$ cat config.mk
export PLATFORM = sky130hd
export DESIGN_NAME = step_ctrl
export DESIGN_NICKNAME = d
export VERILOG_FILES = /design/src/rtl/step_ctrl_pkg.sv /design/src/rtl/btn_debounce.sv /design/src/rtl/step_ctrl.sv
export SDC_FILE = /design/constraint.sdc
export NUM_CORES = 1
export LEC_CHECK = 0
export CORE_ASPECT_RATIO = 1.5
export CORE_UTILIZATION = 25
export CTS_BUF_LIST = sky130_fd_sc_hd__clkbuf_16
export CTS_CLUSTER_DIAMETER = 150
export DETAILED_ROUTE_END_ITERATION = 12
export PLACE_DENSITY = 0.51
export SLEW_MARGIN = 30
export SYNTH_ARGS = -nofsm -noshare
export SYNTH_HDL_FRONTEND = slang
export SYNTH_SLANG_ARGS = --single-unit
$ cat constraint.sdc
create_clock -name i_clk -period 3.1 [get_ports i_clk]
set_input_delay 0.93 -clock i_clk [delete_from_list [all_inputs] [get_ports i_clk]]
set_output_delay 0.93 -clock i_clk [all_outputs]
set_load 0.02 [all_outputs]
$ cat src/rtl/step_ctrl_pkg.sv
// step_ctrl_pkg: FSM state encoding and step-count width shared by step_ctrl and its bench.
package step_ctrl_pkg;
   typedef enum logic [1:0] {S_STEP, S_FIRE, S_RUN} state_t;
   localparam int STEP_CNT_W = 16;
endpackage

$ cat src/rtl/btn_debounce.sv
// btn_debounce: 2-flop synchroniser plus stability counter for one raw level input.
// Ports: i_clk clock; i_rst sync active-low reset; i_raw asynchronous input; o_level debounced stable level.
// ARM=1 refuses a rising toggle until the synchronised input has been seen low after reset settles,
// so an input already high at reset deassertion never looks like a fresh press.
module btn_debounce #(
   parameter int DEBOUNCE_CYCLES = 1000000,
   parameter bit ARM = 1'b0
) (
   input  logic i_clk,
   input  logic i_rst,
   input  logic i_raw,
   output logic o_level
);
   localparam int CW = $clog2(DEBOUNCE_CYCLES + 1);
   logic [1:0] r_sync, r_settle;
   logic r_level, r_armed, w_may_toggle;
   logic [CW-1:0] r_cnt;
   assign w_may_toggle = r_level | r_armed | ~ARM;
   assign o_level = r_level;
   always_ff @(posedge i_clk) begin
      if (!i_rst) begin
         r_sync <= '0;
         r_settle <= '0;
         r_level <= 1'b0;
         r_armed <= 1'b0;
         r_cnt <= '0;
      end else begin
         r_sync <= {r_sync[0], i_raw};
         // r_sync[1] only reflects the real input once both synchroniser flops have refilled
         r_settle <= {r_settle[0], 1'b1};
         r_armed <= r_armed | (r_settle[1] & ~r_sync[1]);
         if (r_sync[1] == r_level) r_cnt <= '0;
         else if (r_cnt == CW'(DEBOUNCE_CYCLES)) begin
            r_cnt <= '0;
            r_level <= w_may_toggle ? ~r_level : r_level;
         end else r_cnt <= r_cnt + CW'(1);
      end
   end
endmodule

$ cat src/rtl/step_ctrl.sv
// step_ctrl: single-step / free-run clock-enable generator for a CPU core.
// Ports: i_clk clock; i_rst sync active-low reset; i_btn_step raw step button; i_sw_run raw mode switch;
// i_hold freeze request; o_cpu_en one-cycle enable pulse; o_run_mode debounced mode; o_step_count pulses issued.
// Macro STEP_CTRL_COUNT_EN: when defined, o_step_count counts cpu_en pulses; otherwise it is tied to zero.
module step_ctrl import step_ctrl_pkg::*; #(
   parameter int DEBOUNCE_CYCLES = 1000000,
   parameter int RUN_DIV = 50000000
) (
   input  logic                  i_clk,
   input  logic                  i_rst,
   input  logic                  i_btn_step,
   input  logic                  i_sw_run,
   input  logic                  i_hold,
   output logic                  o_cpu_en,
   output logic                  o_run_mode,
   output logic [STEP_CNT_W-1:0] o_step_count
);
   localparam int DIV_W = $clog2(RUN_DIV);
   state_t r_state, w_next;
   logic w_btn, r_btn_d, w_edge, w_div_last, w_cpu_en;
   logic [DIV_W-1:0] r_div;
   btn_debounce #(.DEBOUNCE_CYCLES(DEBOUNCE_CYCLES), .ARM(1'b1)) u_btn (
      .i_clk(i_clk), .i_rst(i_rst), .i_raw(i_btn_step), .o_level(w_btn)
   );
   btn_debounce #(.DEBOUNCE_CYCLES(DEBOUNCE_CYCLES), .ARM(1'b0)) u_run (
      .i_clk(i_clk), .i_rst(i_rst), .i_raw(i_sw_run), .o_level(o_run_mode)
   );
   assign w_edge = w_btn & ~r_btn_d;
   assign w_div_last = r_div == DIV_W'(RUN_DIV - 1);
   assign o_cpu_en = w_cpu_en;
   always_comb begin
      w_next = r_state;
      w_cpu_en = 1'b0;
      case (r_state)
         S_STEP: w_next = o_run_mode ? S_RUN : (w_edge && !i_hold) ? S_FIRE : S_STEP;
         S_FIRE: begin
            w_next = o_run_mode ? S_RUN : S_STEP;
            w_cpu_en = !i_hold;
         end
         S_RUN: begin
            // the cycle that sees run_mode drop is the exit cycle and must stay quiet
            w_next = o_run_mode ? S_RUN : S_STEP;
            w_cpu_en = o_run_mode && !i_hold && w_div_last;
         end
         default: w_next = S_STEP;
      endcase
   end
   always_ff @(posedge i_clk) begin
      if (!i_rst) begin
         r_state <= S_STEP;
         r_btn_d <= 1'b0;
         r_div <= '0;
      end else begin
         r_state <= w_next;
         r_btn_d <= w_btn;
         // held at zero outside S_RUN, so every entry starts a full period
         if (r_state != S_RUN) r_div <= '0;
         else if (!i_hold) r_div <= w_div_last ? '0 : r_div + DIV_W'(1);
      end
   end
`ifdef STEP_CTRL_COUNT_EN
   logic [STEP_CNT_W-1:0] r_step_count;
   always_ff @(posedge i_clk) begin
      if (!i_rst) r_step_count <= '0;
      else if (w_cpu_en) r_step_count <= r_step_count + STEP_CNT_W'(1);
   end
   assign o_step_count = r_step_count;
`else
   assign o_step_count = '0;
`endif
endmodule

Word level (Yosys, flattened, before mapping)
Index checks and enable logic that the tools add are counted.
{ "totals": {"regBits": 78, "output_inout_bits": 18, "in_bits": 5} }
{ "classes": {"add_sub_neg": 3, "bitwise_logic": 11, "n_mux": 7, "eq_ne": 8, "reduce_logical": 11} }
{ "op_table": {"columns": ["cell", "n"], "rows": [
  ["adder 20 x 1 -> 20 bit (second input constant)", 2],
  ["equality test 20 bit (second input constant)", 2],
  ["adder 26 x 1 -> 26 bit (second input constant)", 1],
  ["equality test 26 bit (second input constant)", 1],
  ["2-to-1 mux 26 bit", 1],
  ["inverter 1 bit", 7],
  ["OR reduction 3 bit", 2],
  ["2-to-1 mux 2 bit", 2],
  ["case mux 2 bit (2 select lines)", 1],
  ["OR reduction 2 bit", 2],
  ["logical AND 1 bit", 3],
  ["AND reduction 3 bit", 1],
  ["AND 1 bit", 2],
  ["equality test 1 bit", 2],
  ["equality test 2 x 1 -> 1 bit (second input constant)", 1],
  ["equality test 2 bit (second input constant)", 1],
  ["zero test 2 bit", 1],
  ["2-to-1 mux 1 bit", 2],
  ["!= test 2 bit (second input constant)", 1],
  ["OR 1 bit", 2],
  ["case mux 1 bit (2 select lines)", 1],
  ["AND reduction 2 bit", 1],
  ["zero test 1 bit", 1]
]} }

Longest topological paths before layout
Gate-level depths: netlist of run 1.
{ "logic_depth": {"ltp_word": 6, "depth_mapped": 7} }

Cells and area by module
Synthesis of run 1 repeated with hierarchy kept, for this count alone.
{ "unflattened": {"hier_cells": 450, "area_unflattened_um2": 3942.5} }
{ "by_module_without_submodules": {"columns": ["mod", "n_inst", "cells_per_inst", "area_each_um2"], "rows": [
  ["step_ctrl", 1, 206, 1722.9],
  ["btn_debounce at u_btn", 1, 127, 1184.9],
  ["btn_debounce at u_run", 1, 117, 1034.7]
]} }

Worst setup path after synthesis of run 1
No wires, ideal clock.
{ "synth_path": {"path_type": "register to output", "startpoint": "register r_div[0]", "endpoint": "output o_cpu_en", "t_required_ns": 2.170, "stages_incl_launch_ff": 6, "setup_slack_ns": 0.280, "path_buffers": 0, "arrival_time_ns": 1.890, "cell_sequence": "dfxtp_1 -> ha_1 -> or4b_1 -> or4b_4 -> nor3_1 -> o211a_1"} }
{ "synth_via": {"elab_chain_len": 3} }
{ "synth_rtl": {"columns": ["item", "line", "text"], "rows": [
  ["start, declared", "step_ctrl.sv:21", "logic [DIV_W-1:0] r_div;"],
  ["start signal, assigned", "step_ctrl.sv:58", "else if (!i_hold) r_div <= w_div_last ? '0 : r_div + DIV_W'(1);"],
  ["equality test 26 bit", "step_ctrl.sv:29", "assign w_div_last = r_div == DIV_W'(RUN_DIV - 1);"],
  ["logical AND 1 bit", "step_ctrl.sv:43", "w_cpu_en = o_run_mode && !i_hold && w_div_last;"],
  ["case mux 1 bit (2 select lines)", "step_ctrl.sv:34", "case (r_state)"],
  ["end, declared", "step_ctrl.sv:14", "output logic o_cpu_en,"]
]} }
No other way between the ends.

Final worst setup path of run 1
Same ends and word-level chain as after synthesis.

==> key figures, run 1 <==
Detailed routing
  – DRC viols: 0
  – Vias: 3054
  – DR top layer: met4
  – Routed Antenna Nets: 0
  – Routed length on met1: 3.37 mm
  – Initial DRC Count: 121
  – WL met2: 4.22 mm
  – Routed WL per cell: 12.1 um
  – WL met3: 221 um
  – Via density: 4.61
  – Drt total wl: 8.01 mm
  – Drt pass-1 iters: 4

Worst setup path
  – Slowest cell on crit path: or4b_4
  – Buffers & Inverters on Critical Path: 1
  – Critical Path RT: 2.17 ns
  – CP top delay family: simple AND/OR/NAND/NOR gates
  – Crit Path Category: flop to primary output
  – CP max FO: 2
  – Worst-path cell chain: ha_4, or4b_1, or4b_4, nor3_2, o211a_1, buf_6
  – Critical Path AT: 2.16 ns
  – Crit. End Element: primary output
  – Critical Path Max Stage Delay: 0.51 ns
  – Worst setup SP type: flop

STA
  – Max_slew headroom: 0.545
  – FMAX: 0.324 GHz
  – Final Cycle Share: 0.995
  – Final hold vios: 0
  – Slew @ Worst Pin: 0.683 ns
  – Fin worst setup slack: 0.0145 ns
  – Clock Skews: 0.00639 ns
  – Tmin final: 3.09 ns
  – Count of final setup violators: 0
  – RSZ-0062 raised after global routing: yes
  – Slew Limit Fails: 0

Synth
  – Sequential fraction of the synthesis area: 0.411
  – Ys flop type: dfxtp_1
  – Cell area after synthesis: 3800 um2
  – Number of synthesized flops with an enable pin: 0
  – Synth area leader: dfxtp_1
  – Ys Warns: 0
  – Mapped Avg Cell Area: 8.63 um2
  – Synth top area share: 0.411
  – Synth Instances: 441
  – Seq cells post-synth: 78
  – Synth top area cells: dfxtp_1 (41%), nor2_1 (5.4%), xnor2_1 (5.3%)
  – Ys async rst share: 0
  – Yosys cell types: 49

Global route
  – Largest net degree at the start of global routing: 21
  – GRT overflow: 0
  – First-pass GRT wire length: 13.4 mm
  – Vias in the first global route: 2915
  – Initial antenna violation count: 0
  – Tot GR Track Use: 0.109

Finish
  – Layout cells sized above 1: 0.103
  – Filler Cells Inserted: 1611
  – Fin area: 4410 um2
  – Synth-to-Final Area Change: 15.9%
  – Ant diodes: 0
  – # nets final: 475

Power and ir drop
  – Sw power: 455 uW
  – Internal power: 1550 uW
  – Switching Share: 0.227
  – Cell leakage power: 0.00135 uW
  – Worst-case vdd ir drop: 0.000229 V
  – Register share of total power: 0.503
  – Clk network pwr share: 0.474
  – Gate power share: 0.023
  – Cell Pwr Density: 456 nW/um2

Clock tree
  – Sinks on Clock Net: 78
  – Clock Latency Late Sink: 0.34 ns
  – CTS tree: done
  – Clock root cell: clkbuf_16
  – Post-CTS Setup Inserts: 0
  – CTS Buf Count: 9
  – Reg clk slew, reported paths: 0.06 ns
  – Clock buffer depth: 2
  – H-tree depth: 3

Job
  – Max cap viols: 0

Run status
  – Outcome: finished clean

Die
  – Row Count: 54
  – Die H: 153 um
  – CORE AREA: 14700 um2
  – Starting Density: 0.258
  – Die span in x: 103 um
  – Total die area: 15700 um2
  – Ports: 23

Placement
  – RD Place Congestion: 0.745
  – DP Worst Slack: -0.170 ns
  – Buffers on Ports: 6
  – Hpwl dp: 5.70 mm
  – Cell Area, Placed: 4120 um2

Worst hold path
  – Worst hold-check path type: flop to flop
-- repair_timing --
action	in CTS	in global routing
endpoints found under the setup margin	1	1
resized for setup	6	5
hold buffers	0	0
-- cell type report --
type                       count  area, um2  area share
clock buffer                   9        225      0.0511
clock inverter                 7       42.5     0.00965
inverter                      18       67.6      0.0153
multi-input combinational    327       2040       0.464
sequential                    78       1560       0.355
tap                          196        245      0.0556
timing repair buffer          27        219      0.0497
-- power by group through the flow --
stage	Clock [uW]	Sequential [uW]	Combinational (uW)
floorplan	0	1030	47.0
global placement	0	1030	45.9
detailed placement	0	1030	46.2
CTS	974	1010	46.3
global route	1020	1010	50.9
finish	953	1010	46.0
-- cell usage in the layout (no fill, tap or decap), types with 3 or more instances in the layout --
cell type,netlist,layout
nor4_1,9,9
or4b_2,3,3
o21ai_0,13,13
clkinvlp_4,0,4
xor2_1,16,16
o31ai_1,6,6
or4_1,8,8
inv_1,18,19
conb_1,1,16
and4_1,7,7
nand3_1,19,19
and2_1,10,10
nor3_1,12,11
clkdlybuf4s50_1,0,5
ha_1,9,8
dfxtp_1,78,76
and3_1,5,5
nand4_1,17,17
nor4b_1,4,4
nand4bb_1,3,3
nand2_1,30,30
clkbuf_16,0,9
o41ai_1,3,3
or3_1,9,9
xnor2_1,23,23
a21oi_1,25,25
nor2_1,55,55
buf_4,16,21
-- sequential cells by signal, summed over array words and instances, names as in the netlist --
| name | flops |
|---|---|
| u_run.o_level | 1 |
| u_run.r_sync | 2 |
| u_btn.r_settle | 2 |
| r_btn_d | 1 |
| r_div | 26 |
| r_state | 2 |
| u_btn.r_cnt | 20 |
| u_run.r_cnt | 20 |
| u_btn.o_level | 1 |
| u_btn.r_sync | 2 |
| u_btn.r_armed | 1 |
-- cell usage after synthesis (all sizes together), types with 9 or more instances --
cell    instances
inv            18
o21ai          13
nand3          19
xnor2          23
ha              9
dfxtp          78
or4             9
buf            23
or3             9
clkbuf         10
nand4          18
and2           10
nor4            9
nor2           55
nand2          30
xor2           16
a21oi          26
nor3           12
-- cell families (layout without fill, tap and decap cells) --
family / after synthesis / in the layout / share of synthesized area
AOI/OAI and AO/OA: 57 / 57 / 0.0951
xor gates and xnor gates: 39 / 39 / 0.0898
DFF: 78 / 78 / 0.411
adders and majority gates: 9 / 9 / 0.0296
other: 1 / 16 / 0.000986
and+or+nand+nor: 206 / 206 / 0.303
buffers and inverters: 51 / 61 / 0.0714
-- through the flow --
step                      hold slack [ns]   util  instances  TNS, ns  total power, uW
after floorplan                     0.412      -        456        0             1080
after global placement              0.416  0.280        646   -0.192             1080
after detailed placement            0.420  0.280        646   -0.170             1080
after CTS                           0.434  0.298        662  -0.0334             2030
after global routing                0.448  0.299        662  -0.0564             2080
final                               0.431  0.299        662        0             2010
-- per-layer routing --
metal  track usage  up-vias
met5             0        -
met2         0.187       47
met3        0.0192       14
met4        0.0707        0
li1              -     1564
met1         0.122     1429
-- path summary, 6_finish.rpt --
check / startpoint / endpoint / slack [ns] / cells after the start
max: r_div[0] / o_cpu_en / 0.01 / 6
min: u_btn.r_sync[0] / u_btn.r_sync[1] / 0.43 / 1
max reg2reg: u_btn.r_cnt[15] / u_btn.r_cnt[7] / 0.80 / 4
min reg2reg: u_btn.r_sync[0] / u_btn.r_sync[1] / 0.43 / 1
Power figures use the tool's default switching activity.
==> run 2: changes to the inputs <==
--- a/config.mk
+++ b/config.mk
@@ -8,7 +8,7 @@
 export CORE_ASPECT_RATIO = 1.5
 export CORE_UTILIZATION = 25
 export CTS_BUF_LIST = sky130_fd_sc_hd__clkbuf_16
-export CTS_CLUSTER_DIAMETER = 150
+export CTS_CLUSTER_DIAMETER = 200
 export DETAILED_ROUTE_END_ITERATION = 12
 export PLACE_DENSITY = 0.51
 export SLEW_MARGIN = 30
==> constraint.sdc (replaced) <==
create_clock -name i_clk -period 3.1 [get_ports i_clk]
set_input_delay 0.93 -clock i_clk [delete_from_list [all_inputs] [get_ports i_clk]]
set_output_delay 0.93 -clock i_clk [all_outputs]
set_load 0.01 [all_outputs]
==> run 2 against run 1 <==
  * Critical path depth is the same
  * Count of clock-buffer cells in the layout unchanged
  * Final cell count shrank 0.45%
  * Clock power up 16%
  * Design area grew 0.14%
  * Sequential power barely moved
  * Global-route usage shrank 0.15 points
  * Die area did not move
  * Sequential share of layout area fell by 0.050 points
  * Sequential cell count did not move
  * Core utilization is essentially flat
  * Largest power group is now the clock network
  * Highest routed layer unchanged
==> key figures, run 2 (same netlist as run 1, synthesis figures left out) <==
Placement
  – Inst Count DP: 643 (-0.46%)
  – Hpwl dp: 5.64 mm (-1.0%)
  – RD Place Congestion: 0.761 (+2.2%)
  – Buffers on Ports: 6 (unchanged)

Power and ir drop
  – Worst-case vdd ir drop: 0.000266 V (+16%)
  – Cell Pwr Density: 489 nW/um2 (+7.2%)
  – Cell leakage power: 0.00137 uW (+1.6%)

Worst setup path
  – CP Launch Point: r_div[0]
  – Worst setup SP type: flop
  – Crit. End Element: primary output
  – CP max FO: 2 (unchanged)
  – RR Startpoint: u_btn.r_cnt[5]
  – Critical Path AT: 2.15 ns (about the same)
  – Crit Path Category: flop to primary output
  – Flop-to-flop setup slack: 0.78 ns (-0.02 ns)
  – Reg-to-Reg End: u_btn.r_cnt[3]
  – FF-to-FF path depth: 4 (unchanged)
  – Critical Path RT: 2.17 ns (about the same)

Global route
  – GRT overflow: 0 (unchanged)
  – Initial antenna violation count: 0 (unchanged)
  – Tot GR Track Use: 0.108 (-0.00154)
  – Largest net degree at the start of global routing: 21 (unchanged)
  – Vias in the first global route: 2888 (-0.93%)
  – First-pass GRT wire length: 13.3 mm (-0.67%)

Detailed routing
  – DRC viols: 0 (unchanged)
  – Drt pass-1 iters: 4 (unchanged)
  – Routed WL per cell: 11.9 um (-1.8%)
  – Drt total wl: 7.83 mm (-2.2%)
  – Vias: 3059 (+0.16%)
  – Via density: 4.64 (+0.62%)
  – Routed Antenna Nets: 0 (unchanged)
  – Initial DRC Count: 113 (-6.6%)

STA
  – FMAX: 0.325 GHz (+0.22%)
  – RSZ-0062 raised after global routing: yes
  – Clock Skews: 0.00545 ns (-0.000947 ns)
  – Final hold vios: 0 (unchanged)
  – Tmin final: 3.08 ns (-0.00690 ns)
  – Hold slack final: 0.430 ns (-0.00119 ns)
  – Slew Limit Fails: 0 (unchanged)
  – Final Cycle Share: 0.993 (-0.00223)
  – Count of final setup violators: 0 (unchanged)
  – Max_slew headroom: 0.566 (+0.0213)
  – Slew @ Worst Pin: 0.651 ns (-0.0319 ns)

Worst hold path
  – Hold_sp: u_btn.r_sync[0]
  – Worst hold path depth: 1 (unchanged)
  – Hold Path Sink: u_btn.r_sync[1]
  – Worst hold-check path type: flop to flop

Finish
  – Synth-to-Final Area Change: 16.1%
  – Regs by FF count: r_div x26, u_btn.r_cnt x20, u_run.r_cnt x20
  – Filler Cells Inserted: 1596 (-0.93%)
  – Largest register by flop count: r_div
  – # nets final: 472 (-0.63%)
  – Commonest non-fill, non-tap cells in the layout: dfxtp_1 (76), nor2_1 (55), nand2_1 (30), a21oi_1 (25), xnor2_1 (23)
  – Final std cells w/o fill: 659 (-0.45%)
  – Layout cells sized above 1: 0.0950 (-0.00797)
  – Max reg flops: 26 (unchanged)
  – Most common cell after layout, fill and taps aside: dfxtp_1
  – Ant diodes: 0 (unchanged)

Clock tree
  – Reg clk slew, reported paths: 0.06 ns (about the same)
  – CTS Buf Count: 9 (unchanged)
  – Sinks on Clock Net: 78 (unchanged)
  – Cts hold-fix bufs: 0 (unchanged)
  – Clock Latency Late Sink: 0.34 ns (about the same)
  – PostCTS Resize Cnt: 7 (+1)
  – CTS tree: done
  – Post-CTS Setup Inserts: 0 (unchanged)
  – Clock buffer depth: 2 (unchanged)
  – Clock root cell: clkbuf_16
  – H-tree depth: 3 (unchanged)

Die
  – Total die area: 15700 um2 (unchanged)
  – Starting Density: 0.258 (unchanged)
  – Die H: 153 um (unchanged)
  – Die span in x: 103 um (unchanged)
  – Row Count: 54 (unchanged)
  – Ports: 23 (unchanged)
  – CORE AREA: 14700 um2 (unchanged)

Run status
  – Outcome: finished clean

Job
  – Max cap viols: 0 (unchanged)
==> run 2: metrics by stage <==
step / utilization / cell area, um2 / setup slack, ns / TNS (ns) / power (uW)
after floorplan: - / 3860 / 0.338 / 0 / 1070
after global placement: 0.278 / 4100 / -0.0991 / -0.0991 / 1070
after detailed placement: 0.278 / 4100 / -0.121 / -0.121 / 1070
after CTS: 0.300 / 4410 / -0.0163 / -0.0163 / 2190
after global routing: 0.300 / 4410 / -0.0564 / -0.0564 / 2240
final: 0.300 / 4410 / 0.0214 / 0 / 2160
==> run 2: critical path, cell delays in order, from the launching register on <==
cell and delay, ns:
dfxtp_2 0.33, ha_1 0.15, or4b_1 0.44, or4b_4 0.51
nor3_2 0.12, o211a_1 0.14, buf_2 0.12
==> run 2: layout make-up <==
type,instances,area [um2],share of cell area
clock buffer,9,225,0.0510
clock inverter,7,90.1,0.0204
inverter,18,67.6,0.0153
multi-input combinational,327,2030,0.460
sequential,78,1560,0.354
tap,196,245,0.0556
timing repair buffer,24,190,0.0431
==> run 2: power breakdown <==
group | internal, uW | switching, uW
logic | 12.2 | 25.4
registers | 1010 | 2.51
clock network | 700 | 409
total | 1720 | 437
==> run 2: routing by layer <==
| metal | global-route usage | vias up | wire [um] |
|---|---|---|---|
| li1 | - | 1567 | - |
| met1 | 0.120 | 1442 | 3350 |
| met2 | 0.185 | 34 | 4050 |
| met3 | 0.0251 | 16 | 191 |
| met4 | 0.0578 | 0 | 236 |
| met5 | 0 | - | 0 |
==> run 2: how the worst max path moves through the flow <==
stage,to,slack (ns),cells past startpoint
finish,o_cpu_en,0.02,6
detailed placement,o_cpu_en,-0.12,6
CTS,o_cpu_en,-0.02,6
global placement,o_cpu_en,-0.1,6
global route,o_cpu_en,-0.06,6
floorplan,o_cpu_en,0.34,5
